==> src/rtl/cvxif_resp_pkg.sv <==
// cvxif_resp_pkg: decode constants, op enum and in-flight entry type shared by the responder.
// Optional MUL support is enabled by defining CVXIF_RESP_MUL_EN.
package cvxif_resp_pkg;
  localparam logic [6:0] OPC_CUSTOM0 = 7'b0001011;
  localparam logic [2:0] F3_ADD = 3'b000;
  localparam logic [2:0] F3_XOR = 3'b001;
  localparam logic [2:0] F3_NOP = 3'b010;
  localparam logic [2:0] F3_MUL = 3'b011;
`ifdef CVXIF_RESP_MUL_EN
  localparam bit MUL_EN = 1'b1;
`else
  localparam bit MUL_EN = 1'b0;
`endif
  // encoding matches funct3[1:0] so decode is a plain cast
  typedef enum logic [1:0] {OP_ADD, OP_XOR, OP_NOP, OP_MUL} op_e;
  typedef struct packed {
    logic       valid;
    logic       dead;
    logic       have_ops;
    logic       committed;
    op_e        op;
    logic [4:0] rd;
  } entry_t;
  function automatic logic accepted(input logic [6:0] opcode, input logic [6:0] funct7,
                                    input logic [2:0] funct3);
    return opcode == OPC_CUSTOM0 && funct7 == 7'd0 &&
           (funct3 == F3_ADD || funct3 == F3_XOR || funct3 == F3_NOP || (MUL_EN && funct3 == F3_MUL));
  endfunction
endpackage

==> src/rtl/cvxif_resp_alu.sv <==
// cvxif_resp_alu: combinational result datapath (ADD/XOR, MUL when CVXIF_RESP_MUL_EN).
// Ports: op selects the operation, a/b operands, y result (low XLEN bits).
module cvxif_resp_alu
  import cvxif_resp_pkg::*;
#(
  parameter int XLEN = 64
) (
  input  op_e             op,
  input  logic [XLEN-1:0] a,
  input  logic [XLEN-1:0] b,
  output logic [XLEN-1:0] y
);
`ifdef CVXIF_RESP_MUL_EN
  always_comb y = op == OP_MUL ? a * b : op == OP_XOR ? a ^ b : a + b;
`else
  always_comb y = op == OP_XOR ? a ^ b : a + b;
`endif
endmodule

==> src/rtl/cvxif_issue_responder.sv <==
// cvxif_issue_responder: CV-X-IF coprocessor answering custom-0 ADD/XOR/NOP (MUL with CVXIF_RESP_MUL_EN).
// Ports: clk_i/rst_ni (sync, active-low); x_issue_* accept/decode; x_register_* operands;
// x_commit_* commit/kill; x_result_* in-order result beats.
module cvxif_issue_responder
  import cvxif_resp_pkg::*;
#(
  parameter int XLEN  = 64,
  parameter int ID_W  = 4,
  parameter int DEPTH = 4
) (
  input  logic            clk_i,
  input  logic            rst_ni,
  input  logic            x_issue_valid_i,
  output logic            x_issue_ready_o,
  input  logic [31:0]     x_issue_instr_i,
  input  logic [ID_W-1:0] x_issue_id_i,
  output logic            x_issue_accept_o,
  output logic            x_issue_writeback_o,
  input  logic            x_register_valid_i,
  output logic            x_register_ready_o,
  input  logic [ID_W-1:0] x_register_id_i,
  input  logic [XLEN-1:0] x_register_rs1_i,
  input  logic [XLEN-1:0] x_register_rs2_i,
  input  logic            x_commit_valid_i,
  input  logic [ID_W-1:0] x_commit_id_i,
  input  logic            x_commit_kill_i,
  output logic            x_result_valid_o,
  input  logic            x_result_ready_i,
  output logic [ID_W-1:0] x_result_id_o,
  output logic [XLEN-1:0] x_result_data_o,
  output logic [4:0]      x_result_rd_o,
  output logic            x_result_we_o
);
  localparam int PW = $clog2(DEPTH);
  localparam logic [PW:0] FULL = (PW+1)'(DEPTH);
  entry_t          ent  [DEPTH];
  logic [ID_W-1:0] ids  [DEPTH];
  logic [XLEN-1:0] op_a [DEPTH];
  logic [XLEN-1:0] op_b [DEPTH];
  logic [PW-1:0]   head, tail;
  logic [PW:0]     count;
  entry_t          h;
  op_e             dec_op;
  logic            dec_ok, issue_fire, pop, load, res_free, unused_ok;
  logic [XLEN-1:0] alu_y;
  assign unused_ok = ^x_issue_instr_i[24:15];
  always_comb begin
    dec_op     = op_e'(x_issue_instr_i[13:12]);
    dec_ok     = accepted(x_issue_instr_i[6:0], x_issue_instr_i[31:25], x_issue_instr_i[14:12]);
    issue_fire = x_issue_valid_i && x_issue_ready_o && dec_ok;
    h          = ent[head];
    res_free   = !x_result_valid_o || x_result_ready_i;
    // dead heads and NOPs leave without touching the result register
    pop        = h.valid && (h.dead || (h.have_ops && h.committed && (h.op == OP_NOP || res_free)));
    load       = pop && !h.dead && h.op != OP_NOP;
  end
  assign x_issue_ready_o     = count < FULL;
  assign x_issue_accept_o    = x_issue_valid_i && dec_ok;
  assign x_issue_writeback_o = x_issue_accept_o && dec_op != OP_NOP;
  assign x_register_ready_o  = 1'b1;
  cvxif_resp_alu #(.XLEN(XLEN)) u_alu (.op(h.op), .a(op_a[head]), .b(op_b[head]), .y(alu_y));
  always_ff @(posedge clk_i) begin
    if (!rst_ni) begin
      for (int i = 0; i < DEPTH; i++) begin
        ent[i]  <= '0;
        ids[i]  <= '0;
        op_a[i] <= '0;
        op_b[i] <= '0;
      end
      head             <= '0;
      tail             <= '0;
      count            <= '0;
      x_result_valid_o <= 1'b0;
      x_result_id_o    <= '0;
      x_result_data_o  <= '0;
      x_result_rd_o    <= '0;
      x_result_we_o    <= 1'b0;
    end else begin
      // the entry being allocated this cycle is not yet valid, so same-cycle register/commit miss it
      for (int i = 0; i < DEPTH; i++) begin
        if (x_register_valid_i && ent[i].valid && !ent[i].dead && ids[i] == x_register_id_i) begin
          op_a[i]         <= x_register_rs1_i;
          op_b[i]         <= x_register_rs2_i;
          ent[i].have_ops <= 1'b1;
        end
        if (x_commit_valid_i && ent[i].valid && !ent[i].dead && ids[i] == x_commit_id_i) begin
          if (x_commit_kill_i) ent[i].dead <= 1'b1;
          else ent[i].committed <= 1'b1;
        end
      end
      if (pop) begin
        ent[head].valid <= 1'b0;
        head            <= head + 1'b1;
      end
      if (issue_fire) begin
        ent[tail] <= '{valid: 1'b1, dead: 1'b0, have_ops: 1'b0, committed: 1'b0,
                       op: dec_op, rd: x_issue_instr_i[11:7]};
        ids[tail] <= x_issue_id_i;
        tail      <= tail + 1'b1;
      end
      count <= count + (PW+1)'(issue_fire) - (PW+1)'(pop);
      if (load) begin
        x_result_valid_o <= 1'b1;
        x_result_id_o    <= ids[head];
        x_result_data_o  <= alu_y;
        x_result_rd_o    <= h.rd;
        x_result_we_o    <= 1'b1;
      end else if (x_result_ready_i) x_result_valid_o <= 1'b0;
    end
  end
endmodule

==> config.mk <==
export PLATFORM = sky130hd
export DESIGN_NAME = cvxif_issue_responder
export DESIGN_NICKNAME = d
export VERILOG_FILES = /design/src/rtl/cvxif_resp_pkg.sv /design/src/rtl/cvxif_resp_alu.sv /design/src/rtl/cvxif_issue_responder.sv
export SDC_FILE = /design/constraint.sdc
export NUM_CORES = 1
export LEC_CHECK = 0
export ABC_AREA = 0
export ABC_CLOCK_PERIOD_IN_PS = 5400
export BUFFER_PORTS_ARGS = -buffer_cell sky130_fd_sc_hd__clkbuf_2
export CAP_MARGIN = 20
export CORE_MARGIN = 1
export CORE_UTILIZATION = 55
export DETAILED_ROUTE_END_ITERATION = 10
export PLACE_DENSITY = 0.77
export SLEW_MARGIN = 20
export SYNTH_ARGS = -nofsm -noshare
export SYNTH_HDL_FRONTEND = slang
export SYNTH_HIERARCHICAL = 1
export SYNTH_SLANG_ARGS = --single-unit
==> constraint.sdc <==
create_clock -name clk_i -period 5.4 [get_ports clk_i]
set_clock_uncertainty 0.1 [all_clocks]
set_input_delay 0.27 -clock clk_i [delete_from_list [all_inputs] [get_ports clk_i]]
set_output_delay 0.27 -clock clk_i [all_outputs]
set_load 0.01 [all_outputs]
==> results of run 1 <==
==> metrics by stage <==
step	hold slack (ns)	instances	util [%]	setup WS [ns]
6_report	0.0808	3714	64.9	0.618
2_1_floorplan	0.362	2604	-	0.370
3_3_place_gp	0.344	3438	58.6	0.704
5_1_grt	0.0719	3714	64.9	0.371
3_5_place_dp	0.349	3438	58.6	0.719
4_1_cts	0.0282	3707	64.9	0.681
==> final timing paths <==
path | depth (start not counted) | start | endpoint | slack, ns
max | 13 | flop | x_result_data_o[58]$_SDFFE_PN0P_ | 0.62
min | 5 | x_commit_valid_i | ent[3][7]$_SDFFE_PP0P_ | 0.08
max reg2reg | 13 | flop | x_result_data_o[58]$_SDFFE_PN0P_ | 0.62
min reg2reg | 2 | x_result_data_o[63]$_SDFFE_PN0P_ | x_result_data_o[63]$_SDFFE_PN0P_ | 0.35
==> layer usage <==
metal  global-route usage [%]  vias up
li1                         -    10500
met1                     39.5    11400
met2                     45.6     1041
met3                     3.98      133
met4                     9.48        0
met5                        0        -
==> placed cells by master, fill, tap and decap left out, drive strengths merged, types with 14 or more instances in the layout <==
| cell | instances |
|---|---|
| edfxtp | 556 |
| and3 | 554 |
| clkbuf | 343 |
| nand2 | 257 |
| mux4 | 141 |
| dlygate4sd3 | 141 |
| a21oi | 111 |
| dfxtp | 100 |
| nor2 | 78 |
| mux2i | 75 |
| ha | 73 |
| o21ai | 65 |
| xnor2 | 53 |
| xor2 | 45 |
| buf | 35 |
| inv | 32 |
| nand4 | 31 |
| nor3 | 18 |
| clkinv | 18 |
| nand3 | 17 |
| a31oi | 14 |
==> report_power, final <==
group          total [uW]  switching, uW  internal [uW]  leakage, uW
Combinational         808            506            301      0.00851
Clock                4770           1960           2800      0.00111
Sequential           5680           46.4           5630      0.00643
==> cell type report <==
type | count | area (sq um) | share of cell area (%)
antenna | 7 | 17.5 | 0.0457
clock buffer | 98 | 1930 | 5.04
clock inverter | 30 | 330 | 0.862
sequential | 656 | 18700 | 48.8
tap | 773 | 967 | 2.53
timing repair buffer | 421 | 3060 | 7.98
multi-input combinational | 1703 | 13200 | 34.4
inverter | 26 | 97.6 | 0.255
==> sequential cells by signal, indices dropped and copies added, names as in the netlist, named ones only <==
signal / count
x_result_data_o: 64
tail: 2
x_result_rd_o: 5
ent: 44
x_result_id_o: 4
x_result_we_o: 1
op_b: 256
count: 3
op_a: 256
x_result_valid_o: 1
ids: 16
head: 2
==> worst register-to-register path: stages (launching register included) <==
cell      delay (ns)
dfxtp_4         0.65
mux4_2          0.60
ha_1            0.24
fa_1            0.40
a21o_1          0.20
a221oi_2        0.46
o21ai_0         0.30
and4_1          0.25
nor3_1          0.46
o22ai_1         0.35
a41oi_1         0.33
xnor2_1         0.15
nand2_1         0.07
mux2i_1         0.15
==> logic make-up after synthesis <==
kind of cell,count (synthesis),synth area share [%]
compound gates,287,5.43
buf+inv,245,3.05
fa+ha+maj,75,2.91
mux,216,12.0
xor+xnor,98,2.62
simple gates,1026,17.0
other cells,1,0.0114
flops,656,57.0
==> results.yml, run 1 <==
status:
  outcome: "finished clean"
yosys:
  synth_top_area_share_pct: 50.9
  yosysMostFrequentCell: "edfxtp_1"
  ys_top_cells_by_area: "edfxtp_1, and3_1, mux4_2"
  synth.yosys.seq_area_share_pct: 57.0
  syn_avg_cell_area_sq_um: 12.6
  synth-main-ff-cell: "edfxtp_1"
  ys_ff_latch: 656
  synth_area_sq_um: 32800
  synth_common_cells: "edfxtp_1, and3_1, nand2_1"
  yosys_warnings: 6
  ys_types: 71
  synthArstFlopShare_pct: 0
  syn_nets: 2858
  synth-edff-count: 556
  yosysTopAreaCell: "edfxtp_1"
  synth_cells: 2604
clock_network:
  path_clk_slew_ns: 0.06
  cts_tree: "done"
  cts.sinks: 656
  hold_buffers: 141
  cts_resized: 0
  insertion_delay_ns: 0.62
  clock_path_buffers: 3
  cts_root_buf: "clkbuf_16"
  cts_buffers: 70
  h-tree-depth: 3
  cts_setup_buffers: 0
pwr:
  power_density_nw_per_um2: 294
  p_leak_uw: 0.0161
  power_uw: 11300
  ir_drop_mv: 0.220
detailed_routing:
  wl_met1_um: 35900
  route.detailed.drc: 0
  met3WireLength_um: 6220
  antenna_left: 0
  vias: 23000
  drt_iter0_drc: 2421
  routedWlPerCell_um: 23.2
  viasPerCell: 6.20
  top_layer: "met4"
  dr.pass1.iters: 6
  wl_met2_um: 41800
  wirelength_um: 86100
worst_setup_path:
  critPathMaxStageDelay_ns: 0.65
  startpoint_type: "flop"
  crit_slowest_cell: "dfxtp_4"
  path_cells: "mux4_2 > ha_1 > fa_1 > a21o_1 > a221oi_2 > o21ai_0 > and4_1 > nor3_1 > o22ai_1 > a41oi_1 > xnor2_1 > nand2_1 > mux2i_1"
  worstPathArrival_ns: 5.22
  cp_max_fo: 21
  path_class: "reg -> reg"
  crit_path_end_kind: "flop"
  cp.required_ns: 5.83
  path_delay_family: "compound AO/OA/AOI/OAI gates"
  worst-path-buf-inv: 0
sta:
  fin_crit_sh_pct: 88.6
  tns_ns: 0
  tightest_slew_ns: 1.10
  rsz0062_at_grt: "no"
  fmax_ghz: 0.209
  finalHoldViolations: 0
  drv_slew: 0
  fin_crit_ns: 4.78
  setup_viol: 0
  slew_headroom_pct: 26.8
global_routing:
  grt_util_all_layers_pct: 28.3
  grt_pass1_vias: 22500
  grt_antenna_before_repair: 7
  grt_start_max_net_pins: 259
  gr-total-overflow: 0
  grt_pass1_wl_um: 131000
finish:
  drive_gt1_share_pct: 18.4
  syn_to_final_growth_pct: 16.7
  final_nets: 3132
  final_cell_area_sq_um: 38300
  n_fill_cell: 4346
job:
  cap_violations: 0
placed_design:
  dp_hpwl_um: 53900
  placed_area_sq_um: 34600
  io_buffers: 246
  routabilityCongestion: 0.961
floorplan:
  placementRows: 89
  die_w_um: 246
  die_area_sq_um: 60600
  die_y_um: 246
  pin_count: 258
  initial_core_util_pct: 55.6
  coreArea_sq_um: 59000
min_path:
  hp-class: "in -> reg"
(Power assumes the default switching activity.)
==> run 2: changes to the inputs <==
CORE_UTILIZATION = 50   (was 55)
PLACE_DENSITY = 0.71   (was 0.77)
==> run 2 against run 1 <==
  * Sequential share of layout area down 0.34 points
  * Final cell count rose by 2.4%
  * Via count shrank 0.27%
  * Maximum frequency is 0.72% lower
  * Register-to-register slack lost 0.03 ns
  * Sequential power hardly changed
  * Critical endpoint is now x_result_data_o[60]$_SDFFE_PN0P_
  * Largest cell class unchanged
  * Highest routed layer is now met5
==> results.yml, run 2 (same netlist as run 1, synthesis figures left out) <==
clock_network:
  cts_setup_buffers: 0
  path_clk_slew_ns: 0.06
  cts_tree: "done"
  insertion_delay_ns: 0.62
  cts_resized: 0
  clock_path_buffers: 3
  cts_buffers: 72
  cts_root_buf: "clkbuf_16"
  h-tree-depth: 3
  cts.sinks: 656
worst_setup_path:
  path_cells: "buf_12 > mux4_2 > ha_1 > a21oi_1 > o21ai_0 > a21oi_1 > o22a_1 > o31a_1 > o21ai_0 > a41oi_1 > xnor2_1 > nand2_1 > mux2i_1"
  worst-path-buf-inv: 1
  crit_path_end_kind: "flop"
  cp_max_fo: 38
  path_delay_family: "compound AO/OA/AOI/OAI gates"
  worstPathArrival_ns: 5.26
  worst-path-stages: 13
  critPathMaxStageDelay_ns: 0.81
  reg2reg_depth: 13
  crit_slowest_cell: "o21ai_0"
  cp.required_ns: 5.84
  path_class: "reg -> reg"
  startpoint_type: "flop"
placed_design:
  dp_cells: 3523
  io_buffers: 246
  routabilityCongestion: 0.916
  dp_hpwl_um: 55500
finish:
  n_fill_cell: 5131
  final_util_pct: 59.6
  drive_gt1_share_pct: 18.8
  syn_to_final_growth_pct: 17.5
  final_nets: 3137
  stdcell_count: 3802
  layout_commonest_cell: "edfxtp_1"
  top_regs: "op_a x256, op_b x256, x_result_data_o x64"
  mostFrequentLayoutCells: "edfxtp_1, and3_1, nand2_1"
pwr:
  pwr-share-seq_pct: 49.4
  p_leak_uw: 0.0161
  power_density_nw_per_um2: 298
  p_sw_share_pct: 22.4
  ir_drop_mv: 0.215
  power_frac_comb_pct: 7.1
  pwr-share-clk_pct: 43.6
  p_int_uw: 8930
  power.switching_uw: 2580
sta:
  setup_viol: 0
  fmax_ghz: 0.208
  slew_headroom_pct: 25.5
  drv_slew: 0
  rsz0062_at_grt: "no"
  fin_crit_sh_pct: 89.2
  tightest_slew_ns: 1.12
  fin_crit_ns: 4.82
  finalHoldViolations: 0
  tns_ns: 0
  whs_ns: 0.0574
status:
  outcome: "finished clean"
global_routing:
  gr-total-overflow: 0
  grt_pass1_wl_um: 133000
  grt_pass1_vias: 22800
  use_met2_pct: 42.4
  grt_use_met1_pct: 36.2
  grt_start_max_net_pins: 276
  met3_usage_pct: 3.46
  grt_antenna_before_repair: 6
  busiest_layer: "met2"
  grt_util_all_layers_pct: 26.0
min_path:
  min_path_cells: 5
  hp-class: "in -> reg"
floorplan:
  die_w_um: 258
  pin_count: 258
  coreArea_sq_um: 64700
  placementRows: 93
  die_area_sq_um: 66700
  die_y_um: 258
  initial_core_util_pct: 50.7
detailed_routing:
  drt_iter0_drc: 2385
  vias: 23000
  routedWlPerCell_um: 23.3
  viasPerCell: 6.04
  route.detailed.drc: 0
  antenna_left: 0
  wirelength_um: 88400
  dr.pass1.iters: 6
job:
  cap_violations: 0
run 2: changes by cell type in the layout (fill, tap and decap cells not counted), moves of 2 or more:
cell / change
clkinvlp_4: +2
buf_4: +4
clkbuf_16: +6
diode_2: -2
clkbuf_8: +5
clkbuf_1: -5
run 2: tightest hold or removal path, stage by stage:
cell and delay (ns):
clkbuf_2 0.12, nand2_1 0.06, nor4_1 0.06, a21oi_1 0.14, nor3b_1 0.06
run 2: stage by stage:
stage | setup slack [ns] | power [uW] | area [sq um]
after floorplan | 0.370 | 6220 | 32800
after global placement | 0.687 | 6470 | 34700
after detailed placement | 0.697 | 6500 | 34700
after CTS | 0.644 | 11600 | 38600
after global routing | 0.366 | 11800 | 38600
final | 0.583 | 11500 | 38600
run 2: per-layer routing:
metal / vias to the layer above / part of all wire [%] / wire [um]
li1: 10500 / - / -
met1: 11400 / 42 / 37200
met2: 925 / 48 / 42800
met3: 150 / 7.0 / 6170
met4: 2 / 2.5 / 2210
met5: - / 0.015 / 13
run 2: repair_timing:
action | CTS | global route
setup endpoints to repair | 0 | 0
endpoints found under the hold margin | 560 | 0
hold buffers | 141 | 0
run 2: path summary, 6_finish.rpt:
kind | startpoint | slack [ns] | to
worst min-delay path | x_commit_valid_i | 0.06 | ent[0][9]$_SDFF_PP0_
worst max-delay path | flop | 0.58 | x_result_data_o[60]$_SDFFE_PN0P_
worst min register to register | x_result_rd_o[2]$_SDFFE_PN0P_ | 0.35 | x_result_rd_o[2]$_SDFFE_PN0P_
worst max register to register | flop | 0.58 | x_result_data_o[60]$_SDFFE_PN0P_
run 2: power by group through the flow:
stage	registers [uW]	logic [uW]	clock network, uW
finish	5680	812	5010
global route	5690	875	5260
CTS	5680	805	5080
detailed placement	5790	712	0
global placement	5770	705	0
floorplan	5790	427	0
run 2: final cells by class:
class                      instances  area [sq um]  area share [%]
clock inverter                    29           289           0.749
multi-input combinational       1703         13200            34.2
timing repair buffer             424          3070            7.96
clock buffer                     104          2130            5.52
inverter                          26          97.6           0.253
tap                              855          1070            2.77
antenna                            5          12.5          0.0324
sequential                       656         18700            48.5
==> run 3: changes to the inputs <==
GPL_TIMING_DRIVEN = 1   (was default)
RECOVER_POWER = 25   (was default)
==> run 3 against run 2 <==
  * The flow now finishes with violations (max-capacitance violations, max-slew violations)
  * Worst hold slack better by 0.0031 ns
  * Critical path depth stayed put
  * Combinational power about the same
  * Die area is the same
  * Register-to-register slack barely moved
  * Non-clock buffer count unchanged
  * Sequential cell count is the same
  * Count of clock-buffer cells in the layout unchanged
  * Sequential power barely moved
  * Largest cell class unchanged
  * Largest power group unchanged
==> results.yml, run 3 (same netlist as run 1, synthesis figures left out) <==
status:
  outcome: "finished, violations left"
  violations: "max-capacitance violations, max-slew violations"
clock_network:
  clock_path_buffers: 3
  path_clk_slew_ns: 0.06
  h-tree-depth: 3
  hold_buffers: 141
  cts_resized: 0
  cts.sinks: 656
  cts_setup_buffers: 0
  cts_buffers: 72
  insertion_delay_ns: 0.62
  cts_root_buf: "clkbuf_16"
  cts_tree: "done"
worst_setup_path:
  cp.required_ns: 5.84
  reg2reg_depth: 13
  startpoint_type: "flop"
  path_class: "reg -> reg"
  worstPathArrival_ns: 5.26
  crit_path_end_kind: "flop"
  cp_max_fo: 38
sta:
  slew_headroom_pct: -66.6
  fin_crit_ns: 4.82
  finalHoldViolations: 0
  tns_ns: 0
  fmax_ghz: 0.207
  setup_viol: 0
  tightest_slew_ns: 2.50
  rsz0062_at_grt: "no"
  drv_slew: 259
  whs_ns: 0.0605
  fin_ws_ns: 0.577
  fin_crit_sh_pct: 89.3
detailed_routing:
  dr.pass1.iters: 6
  viasPerCell: 6.06
  drt_iter0_drc: 2446
  routedWlPerCell_um: 23.3
  vias: 23000
  route.detailed.drc: 0
  wirelength_um: 88600
  antenna_left: 0
finish:
  final_nets: 3137
  top_regs: "op_a x256, op_b x256, x_result_data_o x64"
  n_fill_cell: 5179
  syn_to_final_growth_pct: 17.1
  drive_gt1_share_pct: 15.8
  mostFrequentLayoutCells: "edfxtp_1, and3_1, nand2_1"
  final_cell_area_sq_um: 38400
  layout_commonest_cell: "edfxtp_1"
pwr:
  pwr-share-seq_pct: 49.4
  ir_drop_mv: 0.218
  power_density_nw_per_um2: 299
  p_sw_share_pct: 22.4
  power_frac_comb_pct: 7.1
  pwr-share-clk_pct: 43.6
  p_int_uw: 8930
  power_uw: 11500
  power.switching_uw: 2570
  p_leak_uw: 0.0158
global_routing:
  grt_pass1_wl_um: 133000
  met3_usage_pct: 3.46
  grt_util_all_layers_pct: 26.0
  grt_antenna_before_repair: 6
  busiest_layer: "met2"
  use_met2_pct: 42.4
  grt_pass1_vias: 22800
  grt_use_met1_pct: 36.2
  grt_start_max_net_pins: 276
  gr-total-overflow: 0
floorplan:
  pin_count: 258
  placementRows: 93
  initial_core_util_pct: 50.7
  die_w_um: 258
  coreArea_sq_um: 64700
  die_area_sq_um: 66700
  die_y_um: 258
placed_design:
  placed_area_sq_um: 34700
  pre_cts_ws_ns: 0.697
  io_buffers: 246
  dp_hpwl_um: 55500
  routabilityCongestion: 0.916
min_path:
  min_path_cells: 5
  hp-class: "in -> reg"
job:
  cap_violations: 6
[run 3: cell types whose count changed in the layout (fill, tap and decap cells not counted), sizes merged]
| cell | previous run | this run |
|---|---|---|
| buf | 38 | 33 |
| clkbuf | 349 | 354 |
[run 3: worst paths after layout]
check / start / to / slack [ns]
setup reg to reg: flop / x_result_data_o[60]$_SDFFE_PN0P_ / 0.58
hold reg to reg: x_result_rd_o[2]$_SDFFE_PN0P_ / x_result_rd_o[2]$_SDFFE_PN0P_ / 0.36
setup / recovery: flop / x_result_data_o[60]$_SDFFE_PN0P_ / 0.58
hold / removal: x_commit_valid_i / ent[0][9]$_SDFF_PP0_ / 0.06
[run 3: through the flow]
stage,std cells,utilization (%)
final,3802,59.4
after global routing,3802,59.4
after CTS,3797,59.6
after detailed placement,3523,53.7
after global placement,3523,53.7
after floorplan,2604,-
[run 3: metal layers]
metal  up-vias  part of all wire [%]
li1      10500                     -
met1     11400                    42
met5         -                 0.015
met4         2                   2.6
met2       959                    48
met3       155                   7.0
[run 3: cell type report]
class	instances	area, sq um	area share [%]
clock buffer	104	2130	5.54
sequential	656	18700	48.7
timing repair buffer	424	2950	7.68
clock inverter	29	289	0.752
antenna	5	12.5	0.0326
inverter	26	97.6	0.254
tap	855	1070	2.78
multi-input combinational	1703	13200	34.3
[run 3: power groups by stage]
stage / sequential [uW] / clock, uW / combinational [uW]
floorplan: 5790 / 0 / 427
global placement: 5770 / 0 / 705
detailed placement: 5790 / 0 / 712
CTS: 5680 / 5080 / 805
global route: 5690 / 5260 / 873
finish: 5680 / 5010 / 812
[run 3: worst max-delay path, cell delays in order (launching register included)]
cell and delay, ns:
dfxtp_4 0.65, buf_12 0.37, mux4_2 0.56, ha_1 0.48
a21oi_1 0.14, o21ai_0 0.47, a21oi_1 0.08, o22a_1 0.20
o31a_1 0.18, o21ai_0 0.81, a41oi_1 0.24, xnor2_1 0.18
nand2_1 0.06, mux2i_1 0.15
